===== src/rtl/uart_pkg.sv =====
// rtl/uart_pkg.sv - shared UART frame constants and receiver FSM states
package uart_pkg;

    localparam int DATA_BITS  = 8;
    localparam int FRAME_BITS = 10;

    typedef enum logic [1:0] {
        IDLE  = 2'd0,
        START = 2'd1,
        DATA  = 2'd2,
        STOP  = 2'd3
    } uart_state_e;

endpackage


===== src/rtl/uart_sync.sv =====
// rtl/uart_sync.sv - two-flop synchronizer for the serial line, resets to idle-high
module uart_sync (
    input  logic clock,
    input  logic reset,
    input  logic d,
    output logic q
);

    logic ff1_q, ff1_d;
    logic ff2_q, ff2_d;

    always_comb begin
        ff1_d = d;
        ff2_d = ff1_q;
    end

    always_ff @(posedge clock or negedge reset) begin
        if (!reset) begin
            ff1_q <= 1'b1;
            ff2_q <= 1'b1;
        end else begin
            ff1_q <= ff1_d;
            ff2_q <= ff2_d;
        end
    end

    assign q = ff2_q;

endmodule


===== src/rtl/uart_rx.sv =====
// rtl/uart_rx.sv - UART receiver (8N1) with held-byte handshake; overrun overwrite under UART_RX_OVERRUN_EN
module uart_rx
    import uart_pkg::*;
#(
    parameter int CLKS_PER_BIT = 16
) (
    input  logic       clock,
    input  logic       reset,
    input  logic       entrada,
    input  logic       ack,
    output logic [7:0] dado,
    output logic       valido,
    output logic       erro_quadro,
    output logic       sobrescrita,
    output logic       ocupado
);

    localparam int CW     = (CLKS_PER_BIT > 1) ? $clog2(CLKS_PER_BIT) : 1;
    localparam int IW     = $clog2(DATA_BITS);
    localparam int HALF_I = (CLKS_PER_BIT - 1) / 2;

    localparam logic [CW-1:0] HALF     = CW'(HALF_I);
    localparam logic [CW-1:0] LAST     = CW'(CLKS_PER_BIT - 1);
    localparam logic [IW-1:0] LAST_IDX = IW'(DATA_BITS - 1);

    logic rx_s;

    uart_sync u_sync (
        .clock (clock),
        .reset (reset),
        .d     (entrada),
        .q     (rx_s)
    );

    uart_state_e          state_q, state_d;
    logic [CW-1:0]        cnt_q, cnt_d;
    logic [IW-1:0]        idx_q, idx_d;
    logic [DATA_BITS-1:0] shreg_q, shreg_d;
    logic [7:0]           dado_q, dado_d;
    logic                 valido_q, valido_d;
    logic                 erro_q, erro_d;
    logic                 sobre_q, sobre_d;
    logic                 deliver, frame_err;

    always_comb begin
        state_d   = state_q;
        cnt_d     = cnt_q;
        idx_d     = idx_q;
        shreg_d   = shreg_q;
        deliver   = 1'b0;
        frame_err = 1'b0;
        case (state_q)
            IDLE: begin
                cnt_d = '0;
                idx_d = '0;
                // The detection cycle is already cnt=0 of the start bit.
                if (!rx_s) begin
                    if (CLKS_PER_BIT == 1) begin
                        state_d = DATA;
                    end else begin
                        state_d = START;
                        cnt_d   = CW'(1);
                    end
                end
            end
            START: begin
                if ((HALF_I > 0) && (cnt_q == HALF) && rx_s) begin
                    state_d = IDLE;
                    cnt_d   = '0;
                end else if (cnt_q == LAST) begin
                    state_d = DATA;
                    cnt_d   = '0;
                    idx_d   = '0;
                end else begin
                    cnt_d = cnt_q + 1'b1;
                end
            end
            DATA: begin
                if (cnt_q == HALF) begin
                    shreg_d[idx_q] = rx_s;
                end
                if (cnt_q == LAST) begin
                    cnt_d = '0;
                    if (idx_q == LAST_IDX) begin
                        state_d = STOP;
                        idx_d   = '0;
                    end else begin
                        idx_d = idx_q + 1'b1;
                    end
                end else begin
                    cnt_d = cnt_q + 1'b1;
                end
            end
            STOP: begin
                // Leaving mid-stop-bit lets the next start edge be seen on time.
                if (cnt_q == HALF) begin
                    state_d = IDLE;
                    cnt_d   = '0;
                    if (rx_s) begin
                        deliver = 1'b1;
                    end else begin
                        frame_err = 1'b1;
                    end
                end else begin
                    cnt_d = cnt_q + 1'b1;
                end
            end
            default: begin
                state_d = IDLE;
                cnt_d   = '0;
                idx_d   = '0;
            end
        endcase
    end

    always_comb begin
        dado_d   = dado_q;
        valido_d = valido_q;
        sobre_d  = sobre_q;
        erro_d   = frame_err;
        if (deliver) begin
            if (!valido_q || ack) begin
                dado_d   = shreg_q;
                valido_d = 1'b1;
                sobre_d  = 1'b0;
            end else begin
`ifdef UART_RX_OVERRUN_EN
                dado_d  = shreg_q;
                sobre_d = 1'b1;
`endif
            end
        end else if (valido_q && ack) begin
            valido_d = 1'b0;
            sobre_d  = 1'b0;
        end
    end

    always_ff @(posedge clock or negedge reset) begin
        if (!reset) begin
            state_q  <= IDLE;
            cnt_q    <= '0;
            idx_q    <= '0;
            shreg_q  <= '0;
            dado_q   <= '0;
            valido_q <= 1'b0;
            erro_q   <= 1'b0;
            sobre_q  <= 1'b0;
        end else begin
            state_q  <= state_d;
            cnt_q    <= cnt_d;
            idx_q    <= idx_d;
            shreg_q  <= shreg_d;
            dado_q   <= dado_d;
            valido_q <= valido_d;
            erro_q   <= erro_d;
            sobre_q  <= sobre_d;
        end
    end

    assign dado        = dado_q;
    assign valido      = valido_q;
    assign erro_quadro = erro_q;
    assign sobrescrita = sobre_q;
    assign ocupado     = (state_q != IDLE);

endmodule


===== config.mk =====
export PLATFORM = sky130hd
export DESIGN_NAME = uart_rx
export DESIGN_NICKNAME = d
export VERILOG_FILES = /design/src/rtl/uart_pkg.sv /design/src/rtl/uart_sync.sv /design/src/rtl/uart_rx.sv
export SDC_FILE = /design/constraint.sdc
export NUM_CORES = 1
export LEC_CHECK = 0
export ABC_AREA = 1
export CAP_MARGIN = 20
export CORE_MARGIN = 5
export CORE_UTILIZATION = 30
export CTS_BUF_LIST = sky130_fd_sc_hd__clkbuf_4 sky130_fd_sc_hd__clkbuf_8 sky130_fd_sc_hd__clkbuf_16
export DETAILED_ROUTE_END_ITERATION = 8
export MAX_ROUTING_LAYER = met4
export PLACE_DENSITY = 0.52
export SYNTH_ARGS = -nofsm -noshare
export SYNTH_HDL_FRONTEND = slang
export SYNTH_SLANG_ARGS = --single-unit

===== constraint.sdc =====
create_clock -name clock -period 2.2 [get_ports clock]
set_clock_uncertainty 0.2 [all_clocks]
set_input_delay 0.22 -clock clock [delete_from_list [all_inputs] [get_ports clock]]
set_output_delay 0.22 -clock clock [all_outputs]
set_load 0.005 [all_outputs]

Yosys cells after proc, flatten, opt, wreduce, memory -nomap -nowiden
Index checks and enable logic that the tools add are counted.

operators by class
  muxes and demuxes = 31
  add/sub/neg operators = 2
  eq/ne operators = 14
  magnitude comparators = 2
  reduce and logical (&&, ||, !) cells = 14

operator list
  operator                                                    number
  one-hot mux 4 bit (4 select lines)                          1
  two-way mux 1 bit                                           13
  two-way mux 2 bit                                           6
  two-way mux 3 bit                                           4
  two-way mux 4 bit                                           3
  inequality test 2 bit, second input constant                6
  one-hot mux 3 bit (3 select lines)                          1
  bitwise mux 8 bit                                           1
  one-hot mux 2 bit (4 select lines)                          1
  AND reduction 2 bit                                         3
  AND reduction 5 bit                                         1
  adder 4 x 1 -> 4 bit, second input constant                 1
  equality test 2 bit, second input constant                  2
  equality test 4 x 3 -> 1 bit, second input constant         1
  equality test 4 bit, second input constant                  1
  less-than comparator 3 x 4 -> 1 bit, second input constant  1
  AND reduction 4 bit                                         1
  nonzero test 2 bit                                          2
  adder 3 x 1 -> 3 bit, second input constant                 1
  demux 1 bit (select 3 bit)                                  1
  equality test 3 bit, second input constant                  1
  >= comparator 3 x 1 -> 1 bit, second input constant         1
  logical AND 1 bit                                           3
  inequality test 3 bit, second input constant                1
  other kinds (6)                                             6

word-level totals
  register bits = 30
  logic and storage cells = 73
  bits of input ports = 4

Logic depth before layout (Yosys ltp)
  depth after elaboration = 5
  depth in mapped cells = 9

Cells and area by module
A second synthesis with hierarchy kept.

unflattened totals
  cells, all modules = 155
  area, all modules = 1,386.3 um^2

by module, submodules not included
  module     instances  sequential area each (um^2)  area each (um^2)  cells an instance
  uart_rx    1          675.6                        1,333.8           153
  uart_sync  1          52.6                         52.6              2

Least setup slack after synthesis
OpenSTA, ideal clock, no wires.

  path type = register -> register
  start = register cnt_q[0]
  end = register dado_q[7] (netlist: dado[7])
  slack = 650 ps
  buffers on the path = 1
  period minus slack after synthesis = 1,550 ps
  data arrival time = 1,233 ps
  cell stages (with the launch flop) = 8
  library setup time = 117 ps
  cell sequence = dfrtp_1 -> ha_1 -> nand2_2 -> nor2_4 -> nand4_4 -> buf_6 -> nand2_2 -> o21ai_2

between the ends
  longest elaborated chain between the ends = 4

RTL lines
  item                           line            source
  start: declaration             uart_rx.sv:36   logic [CW-1:0] cnt_q, cnt_d;
  start signal: assignment       uart_rx.sv:150  cnt_q <= cnt_d;
  equality test 4 x 3 -> 1 bit   uart_rx.sv:96   if (cnt_q == HALF) begin
  two-way mux 1 bit              uart_rx.sv:96
  two-way mux 1 bit              uart_rx.sv:52   case (state_q)
  AND reduction 2 bit (no line)  --
  end signal: assignment         uart_rx.sv:153  dado_q <= dado_d;
  end: declaration               uart_rx.sv:39   logic [7:0] dado_q, dado_d;

Every way passes these cells.
A chain may end at the register's enable or synchronous reset.

Worst setup path in the final report
  start = register state_q[0]
  end = output ocupado

between the ends
  longest elaborated chain between the ends = 1

RTL lines
  item                      line            source
  start: declaration        uart_rx.sv:35   uart_state_e state_q, state_d;
  start signal: assignment  uart_rx.sv:149  state_q <= state_d;
  nonzero test 2 bit        uart_rx.sv:164  assign ocupado = (state_q != IDLE);
  end: declaration          uart_rx.sv:15   output logic ocupado

Every way passes these cells.

==> run metrics <==
core area 4410 µm²; Antenna Violating Nets Remaining 0; critical-path maximum fanout 6; Root Buffer clkbuf_8; num ports 16; CTS resizes 0; drt first-iter violations 96; Port Buffer Count 14; ANT cells 0; Tightest Hold Check Type primary input to async pin; Slew Viols, Final 0; Post-CTS Setup Inserts 0; Die Wd 78.0 µm; cells after synthesis 152; pin count of the biggest net entering global routing 30; Seq cells post-synth 29; Final #Nets 178; Max Cap Viol 0; status finished, final reports clean; Pwr Density 815 nW/µm²; CP endpoint kind output pin; vias in the first global route 995; Slowest-stage cell, CP clkdlybuf4s50_1; Critical Path RT 1.78 ns; post-DP HPWL 1740 µm; Async S/R FF share, synth 100%; clk buf depth 2; post-DR wirelength/cell 10.6 µm; Area contributors post-synth dfrtp_1, nand2_1, inv_1; WL final 2370 µm; Pre-Repair DR Iteration Count 4; crit path time final 2.02 ns; RR Endpoint dado[5]$_DFFE_PN0P_; GR Overflow Total 0; Die ar. 6080 µm²; WP buf/inv 2; critical path cell sequence nor2_1 > inv_1 > clkdlybuf4s50_1; Clock Latency Late Sink 0.28 ns; mapped cell area 1390 µm²; Worst setup SP type flop; worst-case reg-to-reg path depth 6; antenna violations before repair 0; Util after Layout 38.4%; top-count cell post-synth nand2_1; Worst-path clk slew 0.06 ns; Final Hold Fails 0; clock sinks 29; Synth area leader dfrtp_1; dpl cells 216; DR vias 994; commonest cells in the netlist nand2_1, dfrtp_1, inv_1; Pleak 0.785 nW; post-synthesis net count 159; H-tree Lvls 2; Peak Freq 494 MHz; synthesis-to-finish area growth 22.3%; worst setup margin 0.175 ns; hold_ws 0.128 ns; CP peak stage delay 0.47 ns; R2R setup slack 0.41 ns; crit path kind flop to output pin; Hold-fix buffers, CTS 0; first-pass GRT wire length 4390 µm; RSZ-0062 raised after global routing false; RePlAce Congestion 0.862; initial cell density of the core 31.4%; Sum Neg Setup Slack 0 ns; overall routing resource usage 9.36%; data arrival time of the worst path 1.60 ns; Post-synth EDFFs 0; Die Y 78.0 µm; share of layout cells above drive strength 1 19.2%; Final Non-Filler Cells 224; Yosys top cell area share 48.7%; maximum vdd drop 0.421 mV; average size of a mapped cell 9.12 µm²; r2r startpoint cnt_q[0]$_DFF_PN0_; Finish-stage setup viols 0; CTS tree done; Synth warnings 0; DRC viols 0; total CTS buffers 5; Rows 24; post-synthesis cell type count 26; sequential share of the synthesized area 52.5%; final worst path period share 92.0%; Top Family by Delay on Critical Path buffers and inverters; vias per cell 4.44; Primary FF master, synth dfrtp_1; worst slack at placement 0.427 ns
metal layers:
metal  track usage (%)  up-vias  routed length (µm)
met4              5.07        0                  54
met2              13.9       18                1100
met3              3.13        4                 116
met1              11.2      458                1100
met5                 -        -                   0
li1                  -      514                   -
metrics by stage:
step                cell area, µm²  power (mW)
floorplan                     1390       0.753
global placement              1580       0.818
detailed placement            1580       0.823
CTS                           1700        1.40
global route                  1700        1.46
finish                        1700        1.38
power breakdown:
part           switching, mW  internal (mW)  total (mW)
Sequential            0.0464          0.568       0.615
Combinational          0.121         0.0764       0.197
Clock                  0.189          0.381       0.570
Total                  0.357           1.03        1.38
cell type report:
class	count	area (µm²)
multi-input combinational	97	548
clock inverter	1	30.0
clock buffer	7	90.1
fill	424	2720
sequential	29	728
timing repair buffer	15	148
inverter	23	86.3
tap	52	65.1
cells by family after synthesis:
family,synth area share [%]
buffers and inverters,7.94
adders and majority gates,2.71
AOI/OAI and AO/OA,11.2
xor gates and xnor gates,0.632
DFF,52.5
other,0.270
and+or+nand+nor,24.7
worst max-delay path by stage:
| stage | cells after the start | slack (ns) | endpoint | start |
|---|---|---|---|---|
| 2_1_floorplan | 7 | 0.65 | dado[7]$_DFFE_PN0P_ | cnt_q[0]$_DFF_PN0_ |
| 3_3_place_gp | 3 | 0.45 | ocupado | state_q[0]$_DFFE_PN0P_ |
| 3_5_place_dp | 6 | 0.43 | dado[5]$_DFFE_PN0P_ | cnt_q[0]$_DFF_PN0_ |
| 4_1_cts | 3 | 0.15 | ocupado | state_q[0]$_DFFE_PN0P_ |
| 5_1_grt | 3 | 0.08 | ocupado | state_q[0]$_DFFE_PN0P_ |
| 6_report | 3 | 0.18 | ocupado | state_q[0]$_DFFE_PN0P_ |
flip-flops by register name (all words and copies together) (netlist names), named ones only:
| name | cells |
|---|---|
| cnt_q | 4 |
| dado | 8 |
| erro_quadro | 1 |
| idx_q | 3 |
| shreg_q | 8 |
| state_q | 1 |
| u_sync.ff1_q | 1 |
| u_sync.q | 1 |
| valido | 1 |
cells in the final DEF (no fill, tap or decap), types with 3 or more instances in the layout:
cell | Yosys | final
nand2_1 | 39 | 39
dfrtp_1 | 27 | 27
inv_1 | 21 | 21
clkdlybuf4s50_1 | 0 | 14
o21ai_2 | 9 | 9
nand3_1 | 8 | 8
nor2_1 | 7 | 7
o21ai_1 | 6 | 6
clkbuf_8 | 0 | 6
o21ai_0 | 5 | 5
nor2_4 | 4 | 4
nand2_2 | 3 | 3
a21oi_1 | 3 | 3
ha_1 | 3 | 3
Note: power is estimated with default switching activity, not from simulation.
==> RTL edit 1, RTL diff (same settings) <==
Set the parameter `CLKS_PER_BIT` to 8 (it was 16).
--- a/src/rtl/uart_rx.sv
+++ b/src/rtl/uart_rx.sv
@@ -4,3 +4,3 @@
 #(
-    parameter int CLKS_PER_BIT = 16
+    parameter int CLKS_PER_BIT = 8
 ) (
Formal check against the unedited RTL: not equivalent (Yosys sat finds a counterexample within 10 cycles, from zero or initial values and one cycle with reset low).
==> RTL edit 1 against the original RTL <==
- sequential cell count fell by 1
- combinational power is 56% higher
- total power decreased by 3.6%
- synthesized cell count increased by 2.6%
- critical path type unchanged
- worst hold slack worse by 0.022 ns
- setup slack better by 0.034 ns
- cell count down 0.89%
- area after synthesis down 4.1%
- design area decreased by 6.6%
- die area shrank 3.5%
- critical path depth stayed put
- routed wire length shrank 2.1%
- clock power decreased by 29%
==> RTL edit 1: results <==
export IMPL_htree_levels=1
export IMPL_grt_pass1_vias=937
export IMPL_clock_sinks=28
export IMPL_synthTopCellsByCount="nand2_1, dfrtp_1, inv_1"
export IMPL_grt_pass1_wl_um=4000
export IMPL_postSynthAreaPerCell_um2=8.53
export IMPL_clk_pin_slew_ns=0.10
export IMPL_sh_seq_area=0.444
export IMPL_buffer_area_frac=0.0933
export IMPL_wl_met2_um=1140
export IMPL_use_met2=0.140
export IMPL_wl_per_cell_um=10.5
export IMPL_drive_above_1_share=0.0882
export IMPL_synthTopCellsByArea="dfrtp_1, nand2_1, o21ai_0, ha_1, inv_1"
export IMPL_viasPerCell=4.32
export IMPL_route_met3_wl_um=92
export IMPL_wl_met1_um=1090
export IMPL_outcome="finished clean"
export IMPL_drtIter0Drc=28
export IMPL_ys_seq_area_frac=0.529
export IMPL_met3_usage=0.0260
export IMPL_dp_cells=218
export IMPL_synth_nets=167
export IMPL_multi_input_gates=100
export IMPL_powerComb_uw=307
export IMPL_pwr_share_clk=0.301
export IMPL_leakage_uw=0.000740
export IMPL_gr_usage_met1=0.0982
export IMPL_synth_area_um2=1330
export IMPL_ys_types=21
-- RTL edit 1: cell count changes after synthesis, sizes merged --
cell / before / now
nor2: 12 / 16
nand3: 8 / 9
a21oi: 3 / 2
and2: 0 / 1
a31oi: 1 / 0
dfrtp: 27 / 26
ha: 3 / 7
nand4: 3 / 1
o21ai: 20 / 21
nand2: 43 / 41
clkbuf: 0 / 1
nor3: 2 / 1
buf: 3 / 4
xor2: 1 / 0
-- RTL edit 1: cell families (layout without fill, tap and decap cells) --
| logic type | after synthesis | count (layout) | share of synthesized area |
|---|---|---|---|
| AO/OA/AOI/OAI | 23 | 23 | 0.0865 |
| adder cells (fa/ha/maj) | 7 | 7 | 0.0658 |
| buffers and inverters | 28 | 42 | 0.0884 |
| flip-flops | 28 | 28 | 0.529 |
| other | 1 | 1 | 0.00282 |
| AND/OR/NAND/NOR | 69 | 69 | 0.228 |
-- RTL edit 1: worst min path at each step --
stage                      startpoint                         end  slack (ns)  cells past startpoint
3_5_place_dp   u_sync.ff1_q$_DFF_PN1_          u_sync.q$_DFF_PN1_        0.15                      0
3_3_place_gp   u_sync.ff1_q$_DFF_PN1_          u_sync.q$_DFF_PN1_        0.15                      0
4_1_cts                         reset         dado[6]$_DFFE_PN0P_        0.11                      2
2_1_floorplan                   reset  asynchronous set/reset pin       -0.28                      0
6_report                        reset         dado[0]$_DFFE_PN0P_        0.11                      2
5_1_grt                       entrada      u_sync.ff1_q$_DFF_PN1_        0.13                      1
-- RTL edit 1: worst max-delay path, stage by stage, from the launching register on --
cell and delay, ns:
dfrtp_1 0.57, nor2_2 0.09, inv_1 0.12, clkdlybuf4s50_1 0.52
==> RTL edit 2, RTL diff (config.mk and constraints unchanged) <==
Without the edit above. Take the reset off `shreg_q` and load it in a clocked block of its own.
--- a/src/rtl/uart_rx.sv
+++ b/src/rtl/uart_rx.sv
@@ -142,3 +142,2 @@
             idx_q    <= '0;
-            shreg_q  <= '0;
             dado_q   <= '0;
@@ -151,3 +150,2 @@
             idx_q    <= idx_d;
-            shreg_q  <= shreg_d;
             dado_q   <= dado_d;
@@ -157,2 +155,6 @@
         end
+    end
+
+    always_ff @(posedge clock) begin
+        shreg_q <= shreg_d;
     end
Function: same outputs for any inputs over 10 cycles, from zero or initial values and one cycle with reset low; that may be too few to reach the edited logic, so the function may still have changed.
==> RTL edit 2 against the original RTL <==
- total power is essentially flat
- design area shrank 6.0%
- routed wire length shrank 5.7%
- non-clock buffer count is the same
- setup slack gained 0.049 ns
- critical path depth is the same
- sequential power grew 3.3%
- via count shrank 9.9%
- area after synthesis shrank 7.6%
- sequential share of layout area grew 5.2 points
- sequential cell count is the same
- synthesized cell count shrank 15%
==> RTL edit 2: results <==
export IMPL_nets=157
export IMPL_wl_met2_um=990
export IMPL_worst_path_max_delay_cell="dfrtp_1"
export IMPL_hpwlAfterDp_um=1700
export IMPL_leakage_uw=0.000721
export IMPL_synth_nets=136
export IMPL_synth_xor_area_frac=0.0137
export IMPL_gr_usage_met1=0.113
export IMPL_drive_above_1_share=0.172
export IMPL_wl_per_cell_um=11.1
export IMPL_grt_pass1_vias=908
export IMPL_drtIter0Drc=35
export IMPL_grt_pass1_wl_um=4000
export IMPL_dp_cells=193
export IMPL_wl_met1_um=1060
export IMPL_path_max_fanout=7
export IMPL_place_gp_congestion=0.820
export IMPL_synthTopCellsByArea="dfrtp_1, edfxtp_1, nand2_1, nand3_1, dfstp_2"
export IMPL_met3_usage=0.0435
export IMPL_outcome="finished clean"
export IMPL_ys_types=27
export IMPL_synthTopCellsByCount="nand2_1, dfrtp_1, nand3_1"
export IMPL_cp_data_arrival_time_ns=1.56
export IMPL_postSynthAreaPerCell_um2=9.93
export IMPL_ys_seq_area_frac=0.600
export IMPL_synthAdderAreaFrac=0.0293
export IMPL_r2r_cells=5
export IMPL_fill_cells=404
export IMPL_placed_area_um2=1480
export IMPL_vias=896
export IMPL_synth_compound_area_frac=0.0361
==> RTL edit 2: cell types whose count changed after synthesis, moves of 3 or more <==
| cell | delta |
|---|---|
| nand3_1 | +8 |
| dfrtp_1 | -8 |
| o21ai_1 | -5 |
| inv_1 | -13 |
| edfxtp_1 | +8 |
| nor2_1 | +4 |
| o21ai_2 | -9 |
| nor2_4 | -3 |
| nand2_1 | -7 |
==> RTL edit 2: power groups by stage <==
| stage | registers, uW | logic (uW) | clock network, uW |
|---|---|---|---|
| 2_1_floorplan | 637 | 149 | 0 |
| 3_3_place_gp | 643 | 206 | 0 |
| 3_5_place_dp | 645 | 210 | 0 |
| 4_1_cts | 635 | 213 | 552 |
| 5_1_grt | 640 | 236 | 584 |
| 6_report | 635 | 207 | 541 |
==> RTL edit 2: area by class of cell <==
cell class / count / area, um2 / area share
Tap cell: 50 / 62.6 / 0.0392
Timing Repair Buffer: 15 / 148 / 0.0926
Inverter: 12 / 45.0 / 0.0283
Sequential cell: 29 / 768 / 0.482
Clock buffer: 6 / 76.3 / 0.0479
Multi-Input combinational cell: 87 / 460 / 0.289
Clock inverter: 2 / 33.8 / 0.0212
==> RTL edit 2: final timing paths <==
kind,startpoint,endpoint,slack [ns]
max in group asynchronous,reset,cnt_q[2]$_DFF_PN0_,1.13
min in group clock,u_sync.ff1_q$_DFF_PN1_,u_sync.q$_DFF_PN1_,0.15
hold reg to reg,u_sync.ff1_q$_DFF_PN1_,u_sync.q$_DFF_PN1_,0.15
setup reg to reg,cnt_q[0]$_DFF_PN0_,shreg_q[0]$_DFFE_PP_,0.48
setup / recovery,flip-flop,ocupado,0.22
hold / removal,reset,dado[1]$_DFFE_PN0P_,0.11
